### config.mk
export PLATFORM = sky130hd
export DESIGN_NAME = mmu_instr_dispatcher_flat
export DESIGN_NICKNAME = d
export VERILOG_FILES = /design/src/rtl/mmu_instr_dispatcher_if.sv /design/src/rtl/mmu_instr_dispatcher.sv /design/src/flat_wrapper.sv
export SDC_FILE = /design/constraint.sdc
export NUM_CORES = 1
export LEC_CHECK = 0
export ABC_AREA = 1
export ABC_CLOCK_PERIOD_IN_PS = 5500
export BUFFER_PORTS_ARGS = -buffer_cell sky130_fd_sc_hd__clkbuf_2
export CORE_MARGIN = 2
export CORE_UTILIZATION = 50
export DETAILED_ROUTE_END_ITERATION = 8
export MAX_ROUTING_LAYER = met4
export PLACE_DENSITY = 0.7
export RECOVER_POWER = 25
export REMOVE_ABC_BUFFERS = 1
export SYNTH_ARGS = -nofsm -noshare
export SYNTH_HDL_FRONTEND = slang
export SYNTH_SLANG_ARGS = --single-unit
### constraint.sdc
create_clock -name clk -period 5.5 [get_ports clk]
set_clock_uncertainty 0.05 [all_clocks]
set_input_delay 0.825 -clock clk [delete_from_list [all_inputs] [get_ports clk]]
set_output_delay 0.825 -clock clk [all_outputs]
set_load 0.01 [all_outputs]
### src/rtl/mmu_instr_dispatcher_if.sv
// Host/controller-facing signal bundle of the matrix-multiply instruction dispatcher.
// Instruction layout (64 bits): {opcode[63:56], length[55:40], acc_addr[39:24], buffer_addr[23:0]}.
interface mmu_instr_dispatcher_if;
    // Handshake: in_instr is transferred on a rising clk edge where in_valid and in_ready are
    // both 1; in_ready depends only on queue occupancy, never on in_valid.
    logic        enable;
    logic [63:0] in_instr;
    logic        in_valid;
    logic        in_ready;
    logic [63:0] instr;
    logic        instr_enable;
    logic        busy;
    logic        resource_busy;
    logic        idle;
    logic        drop_err;
    logic [15:0] issued_count;
    logic [1:0]  dbg_state;

    modport master (
        input  enable, in_instr, in_valid, busy, resource_busy,
        output in_ready, instr, instr_enable, idle, drop_err, issued_count, dbg_state
    );

    modport slave (
        output enable, in_instr, in_valid, busy, resource_busy,
        input  in_ready, instr, instr_enable, idle, drop_err, issued_count, dbg_state
    );
endinterface

### src/rtl/mmu_instr_dispatcher.sv
// Queues host instructions and issues them one at a time to the matrix-multiply controller,
// pacing each issue on the controller's busy/resource_busy feedback.
module mmu_instr_dispatcher #(
    parameter int FIFO_DEPTH   = 4,
    parameter int MATRIX_WIDTH = 14
) (
    input  logic                   clk,
    input  logic                   rst,
    mmu_instr_dispatcher_if.master bus
);
    localparam int          PW         = $clog2(FIFO_DEPTH);
    localparam logic [PW:0] FULL_CNT   = (PW + 1)'(FIFO_DEPTH);
    localparam logic [PW:0] CNT_ONE    = (PW + 1)'(1);
    localparam logic [PW-1:0] PTR_ONE  = PW'(1);
    localparam logic [63:0] INIT_INSTR = 64'h0;

    localparam logic [1:0] IDLE      = 2'd0;
    localparam logic [1:0] ISSUE     = 2'd1;
    localparam logic [1:0] WAIT_BUSY = 2'd2;
    localparam logic [1:0] WAIT_DONE = 2'd3;

    if (FIFO_DEPTH < 2 || (FIFO_DEPTH & (FIFO_DEPTH - 1)) != 0 || MATRIX_WIDTH < 1) begin : g_bad_params
        $error("mmu_instr_dispatcher: FIFO_DEPTH must be a power of two >= 2");
    end

    logic [63:0]   mem_q [FIFO_DEPTH];
    logic [PW-1:0] wr_ptr_q, rd_ptr_q;
    logic [PW:0]   cnt_q, cnt_d;
    logic [1:0]    state_q, state_d;
    logic [63:0]   instr_q;
    logic          drop_q;
    logic [15:0]   issued_q;

    logic accept, legal, push, pop, start;

    // Only opcode class 0x2X with a non-zero length is executable; anything else is dropped.
    assign accept = bus.in_valid && bus.in_ready;
    assign legal  = (bus.in_instr[63:60] == 4'b0010) && (bus.in_instr[55:40] != 16'h0);
    assign push   = accept && legal;
    assign pop    = (state_q == ISSUE);
    assign start  = (state_q == IDLE) && bus.enable && (cnt_q != '0)
                    && !bus.busy && !bus.resource_busy;

    always_comb begin
        cnt_d = cnt_q;
        if (push && !pop) begin
            cnt_d = cnt_q + CNT_ONE;
        end else if (!push && pop) begin
            cnt_d = cnt_q - CNT_ONE;
        end
    end

    always_comb begin
        state_d = state_q;
        case (state_q)
            IDLE:      if (start) state_d = ISSUE;
            ISSUE:     state_d = WAIT_BUSY;
            WAIT_BUSY: state_d = WAIT_DONE;
            WAIT_DONE: if (!bus.busy) state_d = IDLE;
            default:   state_d = IDLE;
        endcase
    end

    always_ff @(posedge clk or negedge rst) begin
        if (!rst) begin
            state_q  <= IDLE;
            wr_ptr_q <= '0;
            rd_ptr_q <= '0;
            cnt_q    <= '0;
            instr_q  <= INIT_INSTR;
            drop_q   <= 1'b0;
            issued_q <= 16'h0;
        end else begin
            state_q <= state_d;
            cnt_q   <= cnt_d;
            drop_q  <= accept && !legal;
            if (push) begin
                wr_ptr_q <= wr_ptr_q + PTR_ONE;
            end
            // Head is latched on entry to ISSUE so instr is valid during the strobe and held after.
            if (start) begin
                instr_q <= mem_q[rd_ptr_q];
            end
            if (pop) begin
                rd_ptr_q <= rd_ptr_q + PTR_ONE;
                issued_q <= issued_q + 16'd1;
            end
        end
    end

    always_ff @(posedge clk) begin
        if (push) begin
            mem_q[wr_ptr_q] <= bus.in_instr;
        end
    end

    assign bus.in_ready     = (cnt_q != FULL_CNT);
    assign bus.instr        = instr_q;
    assign bus.instr_enable = (state_q == ISSUE);
    assign bus.idle         = (state_q == IDLE) && (cnt_q == '0) && !bus.busy;
    assign bus.drop_err     = drop_q;
    assign bus.issued_count = issued_q;
    assign bus.dbg_state    = state_q;
endmodule

### src/flat_wrapper.sv
// flat-port wrapper written by rule: the top's interface ports become plain ports
module mmu_instr_dispatcher_flat 
#(
    parameter int FIFO_DEPTH   = 4,
    parameter int MATRIX_WIDTH = 14
)
  (clk, rst, bus_enable, bus_in_instr, bus_in_valid, bus_busy, bus_resource_busy, bus_in_ready, bus_instr, bus_instr_enable, bus_idle, bus_drop_err, bus_issued_count, bus_dbg_state);
  mmu_instr_dispatcher_if bus_i ();
  input  logic clk;
  input  logic rst;
  input wire logic [$bits(bus_i.enable)-1:0] bus_enable;
  input wire logic [$bits(bus_i.in_instr)-1:0] bus_in_instr;
  input wire logic [$bits(bus_i.in_valid)-1:0] bus_in_valid;
  input wire logic [$bits(bus_i.busy)-1:0] bus_busy;
  input wire logic [$bits(bus_i.resource_busy)-1:0] bus_resource_busy;
  output wire logic [$bits(bus_i.in_ready)-1:0] bus_in_ready;
  output wire logic [$bits(bus_i.instr)-1:0] bus_instr;
  output wire logic [$bits(bus_i.instr_enable)-1:0] bus_instr_enable;
  output wire logic [$bits(bus_i.idle)-1:0] bus_idle;
  output wire logic [$bits(bus_i.drop_err)-1:0] bus_drop_err;
  output wire logic [$bits(bus_i.issued_count)-1:0] bus_issued_count;
  output wire logic [$bits(bus_i.dbg_state)-1:0] bus_dbg_state;
  assign bus_i.enable = bus_enable;
  assign bus_i.in_instr = bus_in_instr;
  assign bus_i.in_valid = bus_in_valid;
  assign bus_i.busy = bus_busy;
  assign bus_i.resource_busy = bus_resource_busy;
  assign bus_in_ready = bus_i.in_ready;
  assign bus_instr = bus_i.instr;
  assign bus_instr_enable = bus_i.instr_enable;
  assign bus_idle = bus_i.idle;
  assign bus_drop_err = bus_i.drop_err;
  assign bus_issued_count = bus_i.issued_count;
  assign bus_dbg_state = bus_i.dbg_state;
  mmu_instr_dispatcher #(.FIFO_DEPTH(FIFO_DEPTH), .MATRIX_WIDTH(MATRIX_WIDTH)) u_core (.clk(clk), .rst(rst), .bus(bus_i));
endmodule
Yosys cells after proc, flatten, opt, wreduce, memory -nomap -nowiden --
Memory sizes are Yosys's and may differ from the RTL's. A register that Yosys moved wholly into a read port is not among the register bits. Cells that the tools add are included.
Storage, ports and cells: register bits after elaboration 26, bits in writable memories 256, input port bits 70, output and inout bits 86, word-level logic and storage cells 50, memories kept 1
Cells by class: add/sub/neg operators 5, equality and inequality tests 7, multiplexer cells 7, reduce and logical (&&, ||, !) cells 24
Memories:
- u_core.mem_q | depth 4, width 64, read ports 1, clocked after memory_dff 1, write ports 1, RTL line mmu_instr_dispatcher.sv:26 | logic [63:0] mem_q [FIFO_DEPTH];
Operators by type and width (number):
- 16-bit by 1-bit adder with 16-bit output, second input constant | 1
- 16-bit nonzero test | 1
- 1-bit logical AND | 12
- 2-bit case mux with 4 select lines | 1
- 1-bit logical NOT | 6
- 3-bit two-way mux | 2
- 2-bit by 1-bit adder with 2-bit output, second input constant | 2
- 2-bit equality test, second input constant | 2
- 4-bit by 2-bit equality test with 1-bit output, second input constant | 1
- 2-bit two-way mux | 2
- 3-bit by 1-bit adder with 3-bit output, second input constant | 1
- 3-bit logical NOT | 1
- 3-bit != test, second input constant | 1
- 3-bit nonzero test | 1
- 3-bit by 1-bit subtractor with 3-bit output, second input constant | 1
- 2-bit by 1-bit equality test with 1-bit output, second input constant | 1
- 2-bit logical NOT | 1
- 1-bit two-way mux | 2
- 2-bit by 1-bit != test with 1-bit output, second input constant | 1
- 2-bit != test, second input constant | 1
- 2-bit AND reduction | 1
- 2-bit nonzero test | 1

Logic depth before layout (Yosys ltp) --
Gate-level depths: netlist (run 1).
depth in word-level cells 7, gate-level depth with buffers 12

Least setup slack after synthesis (run 1) --
Ideal clock, no wire load.
path type in2reg, start point input bus_in_instr[60], end point memory u_core.mem_q[0][0], enable pin, data arrival time 4.109 ns, setup slack 0.855 ns, stages 5, path buffers 0, path through inv_1 > nand2_1 > nor3_1 > nand3_1 > nor2_1
On the way: longest elaborated chain between the ends 5
RTL lines:
- start: declaration | RTL line flat_wrapper.sv:12 | input wire logic [$bits(bus_i.in_instr)-1:0] bus_in_instr;
- 4-bit by 2-bit equality test with 1-bit output | RTL line mmu_instr_dispatcher.sv:38 | assign legal = (bus.in_instr[63:60] == 4'b0010) && (bus.in_instr[55:40] != 16'h0);
- 1-bit logical AND | RTL line mmu_instr_dispatcher.sv:38
- 1-bit logical AND | RTL line mmu_instr_dispatcher.sv:39 | assign push = accept && legal;
- 1-bit two-way mux | RTL line mmu_instr_dispatcher.sv:92 | if (push) begin
- 1-bit two-way mux (not written as such) | RTL line mmu_instr_dispatcher.sv:93 | mem_q[wr_ptr_q] <= bus.in_instr;
- end: declaration | RTL line mmu_instr_dispatcher.sv:26
Every way passes these cells.

Worst setup path in the final report (run 1) --
start point register u_core.state_q[1], in the netlist u_core.bus.dbg_state[1], end point register u_core.instr_q[62], in the netlist u_core.bus.instr[62] (read register of u_core.mem_q)
On the way: longest elaborated chain between the ends 5
RTL lines:
- start: declaration | RTL line mmu_instr_dispatcher.sv:29 | logic [1:0] state_q, state_d;
- start signal: assignment | RTL line mmu_instr_dispatcher.sv:74 | state_q <= state_d;
- 2-bit logical NOT | RTL line mmu_instr_dispatcher.sv:41 | assign start = (state_q == IDLE) && bus.enable && (cnt_q != '0)
- 1-bit logical AND (2 in series) | RTL line mmu_instr_dispatcher.sv:41
- 1-bit logical AND (2 in series) | RTL line mmu_instr_dispatcher.sv:42 | && !bus.busy && !bus.resource_busy;
- end: declaration | RTL line mmu_instr_dispatcher.sv:30 | logic [63:0] instr_q;
Every way passes these cells. A chain may end at the register's enable or synchronous reset.

==> summary.txt, run 1 <==
PnR worst setup slack: 2.16 ns
clock latency of the later-clocked register in the worst-skew pair: 0.52 ns
routed len/inst: 18.2 µm
final WL: 28900 µm
core region area: 26700 µm²
Comb power frac: 26.3%
via count of the first global-routing pass: 8351
pin count of the biggest net entering global routing: 95
routability congestion estimate from global placement: 0.810
Post-Synthesis Cell Area: 13500 µm²
worst rel slew slack: 27.6%
quantity of I/O buffers inserted on ports: 155
Num CTS Buffers: 36
Cells after Synth: 1069
synthesis-to-finish area growth: 15.3%
Slowest Stage Delay on Critical Path: 0.77 ns
distinct cell type count after synthesis: 32
final cell utilization of the core: 58.3%
1st-pass router iterations: 5
H-tree lvl count: 2
final setup fails: 0
antenna-violating nets left: 0
Inst Count DP: 1520
setup total negative slack: 0 ns
MaxCap Viol Count: 0
die area: 28400 µm²
detail-routed via count per cell: 5.37
Post-layout nets: 1299
width of the chip: 168 µm
global-route wire length before repair: 45200 µm
number of I/O pins: 156
type of destination of the critical path: flop
mean instance size in the synthesized netlist: 12.6 µm²
buffer levels on the longest clock path: 3
clock tree from TritonCTS: yes
number of clock sinks: 346
HPWL after detailed placement: 16700 µm
maximum achievable frequency: 300 MHz
fraction of layout cells with a size suffix above 1: 17.3%
flops & latches, synth: 346
Net Sw Power: 2.52 mW
Finished Layout Cells: 1587
cell chosen for the clock root: sky130_fd_sc_hd__clkbuf_16
maximum VDD drop: 0.250 mV
GRT Residual Overflow: 0
required time at the endpoint of the critical path: 5.88 ns
portion of the clock cycle consumed by the worst path in the final layout: 60.7%
top fanout value on the critical path: 66
setup repair after global routing missed its margin: false
sw frac: 32.9%
cell type of the slowest stage on the worst timing path: sky130_fd_sc_hd__inv_2
fraction of power consumed by sequential logic: 43.7%
Yosys warning count: 0
Period minus WS final: 3.34 ns
worst min-delay path class: in2async
outcome: finished clean
Die Y: 168 µm
sequential share of the synthesized area: 73.5%
Lkg Pwr: 6.04 nW
pin slew with the least headroom to its limit: 1.09 ns
clock-pin slew of the registers on the worst-case setup and hold paths: 0.06 ns
fraction of power consumed by the clock network: 30.0%
number of hold-slack violations in the final timing report: 0
remaining routing DRC violations: 0
Final Max Slew Viols: 0
total via count in the routed design: 8525
number of hold buffers added after CTS: 0
initial drt markers: 559
antenna violations before repair: 3
total power divided by cell area: 492 nW/µm²
Post CTS Setup Buffer Count: 0
number of resized instances in the post-cts repair step: 0
final-layout worst hold slack: 0.283 ns
kind of cell adding the most delay to the critical path: buffers and inverters
CP bufs+invs: 4
number of rows created at floorplan: 60
CP Class: reg2reg
internal power contribution: 5.15 mW
worst setup timing slack at the placement stage: 1.94 ns
sequence of cells on the critical path: inv_1 > ha_1 > inv_1 > nor2_1 > nand3_4 > inv_2 > buf_4 > nand2_1 > nand2_1
GR Util All Layers: 21.1%
Initial Utilization: 50.6%
Arr. time, crit path: 3.72 ns
startpoint types: flop
[per-layer routing]
layer | part of all wire (%) | vias to the layer above | GRT usage, %
met4 | 2.8 | 0 | 7.05
met5 | 0 | - | -
met1 | 43 | 4205 | 27.2
met3 | 4.5 | 57 | 3.15
li1 | - | 4031 | -
met2 | 50 | 232 | 34.8
[cell type report]
| class | instances | area, µm² |
|---|---|---|
| antenna | 3 | 7.51 |
| timing repair buffer | 166 | 833 |
| inverter | 31 | 120 |
| clock inverter | 21 | 164 |
| fill | 2188 | 11100 |
| tap | 341 | 427 |
| multi-input combinational | 636 | 3130 |
| clock buffer | 43 | 957 |
| sequential | 346 | 9940 |
[placed cells by master (no fill, tap or decap), drive strengths merged]
cell	synthesis	routed
clkbuf	12	197
nor3	5	5
fa	1	1
nand3	9	9
inv	31	32
clkinv	0	17
diode	0	3
buf	44	12
a21boi	2	2
a21oi	1	1
o22ai	64	64
clkinvlp	0	1
nor2	152	152
dfrtp	90	90
edfxtp	256	256
nand4	7	7
bufinv	0	2
xnor2	4	4
mux2	1	1
nand2	239	239
ha	11	11
xor2	10	10
o21ai	130	130
[synthesized netlist by cell type, drive strengths merged]
cell type	n	area (µm²)
a21boi	2	15.0
a21oi	1	5.00
buf	44	319
clkbuf	12	45.0
dfrtp	90	2250
edfxtp	256	7690
fa	1	20.0
ha	11	138
inv	31	119
mux2	1	11.3
nand2	239	900
nand3	9	50.1
nand4	7	43.8
nor2	152	598
nor3	5	30.0
o21ai	130	759
o22ai	64	400
xnor2	4	35.0
xor2	10	87.6
[metrics by stage]
stage	instance area [µm²]	total power [mW]
floorplan	13200	4.66
global placement	14500	5.39
detailed placement	14500	5.43
CTS	15600	7.74
global route	15600	8.11
finish	15600	7.67
[flip-flops by register name (all words and copies together), names as in the netlist]
signal,cells
u_core.mem_q,256
u_core.bus.instr,64
u_core.bus.issued_count,16
u_core.cnt_q,3
u_core.bus.dbg_state,2
u_core.rd_ptr_q,2
u_core.wr_ptr_q,2
u_core.bus.drop_err,1
[path summary, 6_finish.rpt]
check	from	to	slack [ns]	depth (start not counted)
min in group clk	u_core.bus.instr[0]$_DFFE_PN0P_	u_core.bus.instr[0]$_DFFE_PN0P_	0.43	2
min	rst	u_core.bus.instr[32]$_DFFE_PN0P_	0.28	1
max	u_core.bus.dbg_state[1]$_DFFE_PN0P_	u_core.bus.instr[62]$_DFFE_PN0P_	2.16	9
max in group asynchronous	rst	u_core.rd_ptr_q[0]$_DFFE_PN0P_	3.98	2
min reg2reg	u_core.bus.instr[0]$_DFFE_PN0P_	u_core.bus.instr[0]$_DFFE_PN0P_	0.43	2
max reg2reg	u_core.bus.dbg_state[1]$_DFFE_PN0P_	u_core.bus.instr[62]$_DFFE_PN0P_	2.16	9
[power groups by stage]
stage	logic [mW]	registers (mW)	clock network (mW)
floorplan	1.12	3.53	0
detailed placement	2.04	3.40	0
finish	2.02	3.35	2.30
global route	2.27	3.39	2.44
global placement	1.99	3.39	0
CTS	2.05	3.35	2.34
[logic make-up (layout without fill, tap and decap cells)]
family | count (synthesis) | count (layout) | synth area share (%)
multiplexers | 1 | 1 | 0.0833
XOR/XNOR | 14 | 14 | 0.907
adder cells (fa/ha/maj) | 12 | 12 | 1.17
AND/OR/NAND/NOR | 412 | 412 | 12.0
AO/OA/AOI/OAI | 197 | 197 | 8.73
other | 0 | 3 | 0
flip-flops | 346 | 346 | 73.5
buffers and inverters | 87 | 261 | 3.57
(Power assumes the default switching activity.)
==> inputs of run 2 (changes only) <==
--- a/config.mk
+++ b/config.mk
@@ -6,7 +6,7 @@
 export NUM_CORES = 1
 export LEC_CHECK = 0
 export ABC_AREA = 1
-export ABC_CLOCK_PERIOD_IN_PS = 5500
+export ABC_CLOCK_PERIOD_IN_PS = 3250
 export BUFFER_PORTS_ARGS = -buffer_cell sky130_fd_sc_hd__clkbuf_2
 export CORE_MARGIN = 2
 export CORE_UTILIZATION = 50
==> constraint.sdc (replaced) <==
create_clock -name clk -period 3.25 [get_ports clk]
set_clock_uncertainty 0.05 [all_clocks]
set_input_delay 0.4875 -clock clk [delete_from_list [all_inputs] [get_ports clk]]
set_output_delay 0.4875 -clock clk [all_outputs]
set_load 0.01 [all_outputs]
==> summary.txt, run 2 (synthesis results as in run 1) <==
final setup fails: 0
cell type of the slowest stage on the worst timing path: sky130_fd_sc_hd__dfrtp_1
width of the chip: 168 µm
HPWL after detailed placement: 16200 µm
hold wc startpoint: bus_in_instr[49]
Net Sw Power: 4.15 mW
Sequential cell area: 9940 µm²
worst-case register-to-register setup slack: 1.04 ns
MaxCap Viol Count: 0
highest-count cells in the layout ignoring fill and taps: sky130_fd_sc_hd__edfxtp_1 (256), sky130_fd_sc_hd__nand2_1 (238), sky130_fd_sc_hd__nor2_1 (141)
flip-flop count of the largest register, all copies and words added: 256
Worst R2R Path Depth: 7
via count of the first global-routing pass: 8325
1st-pass router iterations: 5
fillcell total: 2168
buffer levels on the longest clock path: 3
CP Class: reg2out
clock-pin slew of the registers on the worst-case setup and hold paths: 0.06 ns
detail-routed via count per cell: 5.25
worst hold stages: 1
CP Launch Point: u_core.bus.dbg_state[0]$_DFFE_PN0P_
total via count in the routed design: 8397
die area: 28400 µm²
most common cell after layout, fill and taps aside: sky130_fd_sc_hd__edfxtp_1
GRT Residual Overflow: 0
routed len/inst: 17.2 µm
PnR worst setup slack: 1.03 ns
Arr. time, crit path: 1.68 ns
R2R Path Start: u_core.bus.dbg_state[1]$_DFFE_PN0P_
GR Util All Layers: 20.4%
Lkg Pwr: 6.10 nW
H-tree lvl count: 2
fraction of power consumed by the clock network: 29.8%
core region area: 26700 µm²
Critical R2R Capture: u_core.cnt_q[1]$_DFFE_PN0P_
cell chosen for the clock root: sky130_fd_sc_hd__clkbuf_16
fraction of layout cells with a size suffix above 1: 18.0%
antenna violations before repair: 4
clock latency of the later-clocked register in the worst-skew pair: 0.51 ns
routability congestion estimate from global placement: 0.806
sequence of cells on the critical path: inv_1 > ha_1 > inv_1 > nor3_1 > clkbuf_2
antenna-violating nets left: 0
synthesis-to-finish area growth: 16.2%
met1 Track Usage GR: 24.8%
Endpoint, Worst Hold: u_core.mem_q[2][49]$_DFFE_PP_
area used by multi-input combinational logic: 3130 µm²
most heavily used metal layer in global routing: met2
number of rows created at floorplan: 60
Post-layout nets: 1309
pin count of the biggest net entering global routing: 66
portion of the clock cycle consumed by the worst path in the final layout: 68.3%
Final Max Slew Viols: 0
worst setup timing slack at the placement stage: 0.828 ns
type of destination of the critical path: output port
Num CTS Buffers: 36
Comb power frac: 26.3%
final cell area excluding filler cells: 15700 µm²
maximum achievable frequency: 450 MHz
sw frac: 32.3%
total power divided by cell area: 819 nW/µm²
fraction of power consumed by sequential logic: 43.9%
number of clock sinks: 346
outcome: finished clean
most used cell along the critical path: sky130_fd_sc_hd__inv_1
Post CTS Setup Buffer Count: 0
startpoint types: flop
pin slew with the least headroom to its limit: 0.725 ns
Die Y: 168 µm
maximum VDD drop: 0.538 mV
global-route track usage on met3: 3.48%
kind of cell adding the most delay to the critical path: flip-flops
required time at the endpoint of the critical path: 2.71 ns
worst rel slew slack: 51.7%
top fanout value on the critical path: 5
met2 track demand over resource in global routing: 34.8%
CP bufs+invs: 3
Inst Count DP: 1529
clock tree from TritonCTS: yes
remaining routing DRC violations: 0
Initial Utilization: 50.6%
initial drt markers: 656
quantity of I/O buffers inserted on ports: 155
Period minus WS final: 2.22 ns
number of hold-slack violations in the final timing report: 0
global-route wire length before repair: 43900 µm
Finished Layout Cells: 1600
number of I/O pins: 156
Slowest Stage Delay on Critical Path: 0.42 ns
worst min-delay path class: in2reg
Area after DPL: 14600 µm²
largest register by flop count: u_core.mem_q
internal power contribution: 8.71 mW
setup repair after global routing missed its margin: false
final WL: 27500 µm
[run 2: cell types whose count changed in the layout (fill, tap and decap cells not counted), moves of 2 or more]
cell | previous run | this run
sky130_fd_sc_hd__buf_4 | 9 | 14
sky130_fd_sc_hd__buf_12 | 3 | 7
sky130_fd_sc_hd__clkbuf_1 | 56 | 59
sky130_fd_sc_hd__clkinv_1 | 10 | 7
sky130_fd_sc_hd__clkbuf_2 | 102 | 104
[run 2: cell type report]
class,instances,share of cell area [%]
sequential,346,63.3
multi-input combinational,636,19.9
clock buffer,48,6.29
timing repair buffer,176,6.14
tap,341,2.72
clock inverter,18,0.765
inverter,31,0.765
antenna,4,0.0637
[run 2: how the worst max path moves through the flow]
stage,endpoint,depth (start not counted)
final,bus_idle,5
after global routing,u_core.cnt_q[1]$_DFFE_PN0P_,7
after CTS,bus_instr_enable,3
after detailed placement,u_core.cnt_q[1]$_DFFE_PN0P_,11
after global placement,u_core.cnt_q[1]$_DFFE_PN0P_,11
after floorplan,u_core.mem_q[0][0]$_DFFE_PP_,5
[run 2: power by group through the flow]
stage / combinational, mW / clock, mW / sequential (mW)
detailed placement: 3.42 / 0 / 5.73
global route: 3.83 / 4.09 / 5.72
finish: 3.38 / 3.83 / 5.65
floorplan: 1.90 / 0 / 5.98
global placement: 3.35 / 0 / 5.72
CTS: 3.44 / 3.91 / 5.65
[run 2: layer usage]
layer / part of all wire, % / up-vias / wire (µm)
met2: 51 / 227 / 14000
li1: - / 4057 / -
met4: 2.5 / 0 / 689
met3: 5.3 / 57 / 1470
met5: 0 / - / 0
met1: 41 / 4056 / 11300
[run 2: what timing repair did]
item                                   in CTS  in global routing
endpoints found under the hold margin      41                  0
hold buffers                                1                  0
setup endpoints to repair                   0                  0
resized for setup                           0                  0
[run 2: through the flow]
step                      power [mW]  TNS [ns]  hold slack (ns)  util (%)
final                           12.9         0            0.164      58.8
after floorplan                 7.88   -301.79            0.142         -
after CTS                       13.0         0            0.116      59.0
after detailed placement        9.16         0            0.415      54.8
after global placement          9.07         0            0.411      54.8
after global routing            13.6         0            0.159      58.8
